### config.mk
export PLATFORM = sky130hd
export DESIGN_NAME = bk_adder_pipe
export DESIGN_NICKNAME = d
export VERILOG_FILES = /design/src/rtl/bk_adder_pipe.sv
export SDC_FILE = /design/constraint.sdc
export NUM_CORES = 1
export LEC_CHECK = 0
export BUFFER_PORTS_ARGS = -buffer_cell sky130_fd_sc_hd__buf_2
export CORE_MARGIN = 2
export CORE_UTILIZATION = 49
export DETAILED_ROUTE_END_ITERATION = 6
export PLACE_DENSITY = 0.87
export SYNTH_ARGS = -nofsm -noshare
export SYNTH_HDL_FRONTEND = slang
export SYNTH_SLANG_ARGS = --single-unit
### constraint.sdc
create_clock -name clk -period 2.6 [get_ports clk]
set_clock_uncertainty 0.15 [all_clocks]
set_input_delay 0.52 -clock clk [delete_from_list [all_inputs] [get_ports clk]]
set_output_delay 0.52 -clock clk [all_outputs]
set_load 0.01 [all_outputs]
### src/rtl/bk_adder_pipe.sv
`default_nettype none
// ============================================================================
// Module   : bk_adder_pipe
// Purpose  : Pipelined Brent-Kung prefix adder/subtractor, valid/ready stream.
// Revision : 1.0  initial release
// ============================================================================
module bk_adder_pipe #(
   parameter int WIDTH  = 12,
   parameter int STAGES = 2
) (
   input  logic             clk,
   input  logic             rst_n,
   input  logic             in_valid,
   output logic             in_ready,
   input  logic [WIDTH-1:0] in_a,
   input  logic [WIDTH-1:0] in_b,
   input  logic             in_cin,
   input  logic             in_sub,
   output logic             out_valid,
   input  logic             out_ready,
   output logic [WIDTH-1:0] out_sum,
   output logic             out_cout,
   output logic             out_ovf
);
   // Prefix nodes: index 0 is the carry-in, index i+1 is operand bit i.
   localparam int c_nodes  = WIDTH + 1;
   localparam int c_log    = $clog2(c_nodes);
   localparam int c_levels = 2 * c_log - 1;
   localparam int c_gpw    = 2 * c_nodes;
   localparam int c_payw   = c_gpw + WIDTH;

   // Last prefix level completed before the register of a given rank.
   function automatic int level_end(input int rank);
      if (rank == 0)
         return 0;
      if (STAGES == 1)
         return c_levels;
      return ((rank - 1) * c_levels) / (STAGES - 1);
   endfunction

   // Levels 1..c_log are the up-sweep, the remainder the down-sweep.
   function automatic logic [c_gpw-1:0] apply_level(input logic [c_gpw-1:0] gp,
                                                    input int lvl);
      logic [c_nodes-1:0] g, p, g_n, p_n;
      int   span;
      logic up;
      {g, p} = gp;
      g_n    = g;
      p_n    = p;
      up     = (lvl <= c_log);
      span   = up ? (1 << (lvl - 1)) : (1 << (2 * c_log - 1 - lvl));
      for (int i = 0; i < c_nodes; i++) begin
         if (up ? (((i + 1) & (2 * span - 1)) == 0)
                : ((((i + 1) & (2 * span - 1)) == span) && (i >= 2 * span))) begin
            g_n[i] = g[i] | (p[i] & g[i - span]);
            p_n[i] = p[i] & p[i - span];
         end
      end
      return {g_n, p_n};
   endfunction

   logic [WIDTH-1:0]  w_bx;
   logic [WIDTH-1:0]  w_hp;
   logic              w_c0;
   logic [STAGES-1:0] w_vld;
   logic [STAGES-1:0] w_vin;
   logic [STAGES-1:0] w_load;
   logic [c_payw-1:0] w_src [STAGES];
   logic [WIDTH-1:0]  r_sum;
   logic              r_cout;
   logic              r_ovf;

   always_comb begin
      w_bx = in_sub ? ~in_b : in_b;
      w_c0 = in_sub ? ~in_cin : in_cin;
      w_hp = in_a ^ w_bx;
   end

   // Payload layout: {half-sums, generate[nodes], propagate[nodes]}.
   assign w_src[0] = {w_hp, in_a & w_bx, w_c0, w_hp, 1'b0};

   always_comb begin
      w_load           = '0;
      w_vin            = '0;
      w_load[STAGES-1] = out_ready | ~w_vld[STAGES-1];
      for (int k = STAGES - 2; k >= 0; k--)
         w_load[k] = ~w_vld[k] | w_load[k+1];
      w_vin[0] = in_valid;
      for (int k = 1; k < STAGES; k++)
         w_vin[k] = w_vld[k-1];
   end

   assign in_ready = w_load[0];

   for (genvar r = 0; r < STAGES; r++) begin : g_rank
      localparam int c_lo = level_end(r) + 1;
      localparam int c_hi = level_end(r + 1);

      logic [c_gpw-1:0] w_gp;
      logic [WIDTH-1:0] w_hp_r;

      always_comb begin
         w_gp = w_src[r][c_gpw-1:0];
         for (int lv = c_lo; lv <= c_hi; lv++)
            w_gp = apply_level(w_gp, lv);
      end

      assign w_hp_r = w_src[r][c_payw-1:c_gpw];

      if (r < STAGES - 1) begin : g_mid
         logic              r_vld;
         logic [c_payw-1:0] r_pay;

         always_ff @(posedge clk or negedge rst_n) begin
            if (!rst_n) begin
               r_vld <= 1'b0;
               r_pay <= '0;
            end else if (w_load[r]) begin
               r_vld <= w_vin[r];
               r_pay <= {w_hp_r, w_gp};
            end
         end

         assign w_vld[r]   = r_vld;
         assign w_src[r+1] = r_pay;
      end else begin : g_last
         logic               r_vld;
         logic [c_nodes-1:0] w_c;

         // After the full tree, generate at node i is the carry into bit i.
         assign w_c = w_gp[c_gpw-1:c_nodes];

         always_ff @(posedge clk or negedge rst_n) begin
            if (!rst_n) begin
               r_vld  <= 1'b0;
               r_sum  <= '0;
               r_cout <= 1'b0;
               r_ovf  <= 1'b0;
            end else if (w_load[r]) begin
               r_vld  <= w_vin[r];
               r_sum  <= w_hp_r ^ w_c[WIDTH-1:0];
               r_cout <= w_c[WIDTH];
               r_ovf  <= w_c[WIDTH] ^ w_c[WIDTH-1];
            end
         end

         assign w_vld[r] = r_vld;
      end
   end

   assign out_valid = w_vld[STAGES-1];
   assign out_sum   = r_sum;
   assign out_cout  = r_cout;
   assign out_ovf   = r_ovf;

endmodule
`default_nettype wire

==> metrics.cfg <==
[logic_synthesis]
synth-simple-area-share_pct = 10.6
synth_seq_area_share_pct = 48.5
synth_top_area_cell = dfrtp_1
syn-num-nets = 235
synth-compound-area-share_pct = 6.98
post_synth_fa_ha_maj_area_fraction_pct = 11.2
synth_area_leaders = dfrtp_1 49%, mux2_2 13%, ha_1 11%
syn_area_per_cell_sq_um = 11.4
ys_types = 27
synth_xor_area_share_pct = 7.46
synth-warning-count = 0
synth_cells = 186
muxShareOfSynthArea_pct = 13.5
synth-seq-cells = 41
syn-cell-area_sq_mm = 0.00211
synth_top_family_by_area = multiplexers
yosysTopAreaCellShare_pct = 48.5

[routing]
vias_per_cell = 5.08
drc = 0
firstDrtPassIters = 4
vias = 1462
drt-total-wl_um = 3990
detail_route.wl_per_cell_um = 13.9
antenna_left = 0
drtIter0Drc = 105

[clock_tree]
cts_tree = done
hold_buffers = 0
cts_made_buffers = 5
cts_buffer_depth = 2
clock-sinks = 41
clk-insertion-delay-late_ns = 0.29
cts_root_buf = clkbuf_8
cts.clk_slew.worst_paths_ns = 0.07
htree_levels = 2

[setup_path]
critPathLaunchType = register
crit_chain = ha_2 > o211ai_1 > a21oi_2 > o21ai_2 > o211ai_1 > a31o_2 > ha_4 > nor2_4 > buf_4 > nor3_1 > mux2_4 > a211oi_2
critPathRequiredTime_ns = 2.66
arrival_ns = 2.68
path_class = reg2reg
slowest_stage = dfrtp_1
path_max_fanout = 3
crit_path_max_incr_delay_ns = 0.39
crit_top_cell = o211ai_1
setup.worst_path.end_class = register

[placed_design]
io_buffers = 45
dp_hpwl_um = 3000
gp_congestion = 0.771
postPlaceCellArea_sq_mm = 0.00239

[pwr]
power.density_mw_per_mm2 = 738
power_mw = 1.87
power.leakage_nw = 1.27
ir_drop_v = 0.000348

[final_layout]
fin_area_sq_mm = 0.00253
multiInputGateArea_sq_mm = 0.00107
num_antenna_cells = 0
nNetsFinal = 287
layout_commonest_cell = buf_2
fillers = 352
layout-drive-gt1-share_pct = 39.5
syn_to_final_growth_pct = 19.7
finish.utilization_pct = 61.9
final_cell_mix = 45 x buf_2, 41 x dfrtp_1, 32 x nand2_1, 24 x mux2_2
final-seq-area_sq_mm = 0.00103

[floorplanning]
fp.dieArea_sq_mm = 0.00486
io_pins = 46
rows = 23
core-area_sq_mm = 0.00409
initial_core_util_pct = 51.7
fp.dieW_um = 69.7
fp.dieH_um = 69.7

[sta]
fin_crit_sh_pct = 101
relSlewSlack_pct = 40.1
rsz0062_at_grt = yes
drv_slew = 0
period_minus_slack_ns = 2.61
tns_ns = -0.0149
hold_viol = 0
setup_ws_ns = -0.0149
worst_pin_slew_ns = 0.898
timing.fmax_mhz = 382
setup_viol = 1

[grt]
grt_first_pass_wirelength_um = 6940
antenna_found_initial = 0
grt_pass1_vias = 1567
grt_use_total_pct = 18.1
grt_overflow = 0
grt_start_max_net_pins = 42

[status]
violations = setup timing
status = complete, but fails checks

[min_path]
hp-class = in2async

[job]
maxCapViolCount = 0

layout make-up:
class	count	area share, %
inverters	1	0.148
clock buffers	7	3.41
multi-input cells	137	42.5
repair buffers	52	11.0
flip-flops and latches	41	40.5
well taps	50	2.47
cell usage after synthesis (all sizes together):
cell and count:
a211oi 1, a21o 1, a21oi 7, a22oi 1, a31o 1, a31oi 1
buf 5, clkbuf 2, dfrtp 41, ha 19, inv 1, mux2 25
nand2 33, nand2b 3, nand3 1, nor2 10, nor2b 1, nor3 2
o211ai 3, o21ai 8, or2 2, xnor2 1, xor2 17
critical path, delay by kind of cell (launching register included):
family,cells,cell delay (ns)
AO/OA/AOI/OAI,6,1.07
adder cells (fa/ha/maj),2,0.36
flip-flops,1,0.39
AND/OR/NAND/NOR,2,0.17
buffers and inverters,1,0.12
multiplexers,1,0.28
through the flow:
stage	hold WS [ns]	worst slack, ns	instances
2_1_floorplan	0.0744	0.136	186
3_3_place_gp	0.302	0.0687	277
3_5_place_dp	0.304	-0.0661	277
4_1_cts	0.228	0.0120	285
5_1_grt	0.270	-0.187	288
6_report	0.203	-0.0149	288
power by group:
group	internal [mW]	total, mW	switching [mW]
registers	0.782	0.883	0.101
clock network	0.210	0.410	0.199
logic	0.285	0.576	0.291
logic make-up after synthesis:
| logic type | after synthesis |
|---|---|
| AO/OA/AOI/OAI | 23 |
| AND/OR/NAND/NOR | 52 |
| XOR/XNOR | 18 |
| buffers and inverters | 8 |
| adder cells (fa/ha/maj) | 19 |
| flip-flops | 41 |
| multiplexers | 25 |
metal layers:
metal,GRT usage (%),wire [um]
met5,0,0
met4,7.48,78
met3,4.65,176
met2,31.0,1960
met1,21.8,1780
worst paths after layout:
kind,from,end,slack (ns),cells after the start
max,g_rank[0].g_mid.r_pay[26]$_DFFE_PN0P_,out_ovf$_DFFE_PN0P_,-0.01,12
max in group asynchronous,rst_n,out_sum[1]$_DFFE_PN0P_,1.53,1
min,rst_n,g_rank[0].g_mid.r_pay[15]$_DFFE_PN0P_,0.20,1
min reg2reg,out_sum[3]$_DFFE_PN0P_,out_sum[3]$_DFFE_PN0P_,0.31,2
max reg2reg,g_rank[0].g_mid.r_pay[26]$_DFFE_PN0P_,out_ovf$_DFFE_PN0P_,-0.01,12
min in group clk,in_valid,g_rank[0].g_mid.r_vld$_DFFE_PN0P_,0.26,2
sequential cells by signal, summed over array words and instances, names as in the netlist:
signal,count
out_cout,1
out_valid,1
g_rank.g_mid.r_pay,25
out_ovf,1
g_rank.g_mid.r_vld,1
out_sum,12
what timing repair did:
action / in CTS / in global routing
pin swaps: 2 / 6
setup buffers: 1 / 3
cloned: 0 / 0
endpoints found under the setup margin: 1 / 1
resized for setup: 1 / 4
Power figures use the tool's default switching activity.
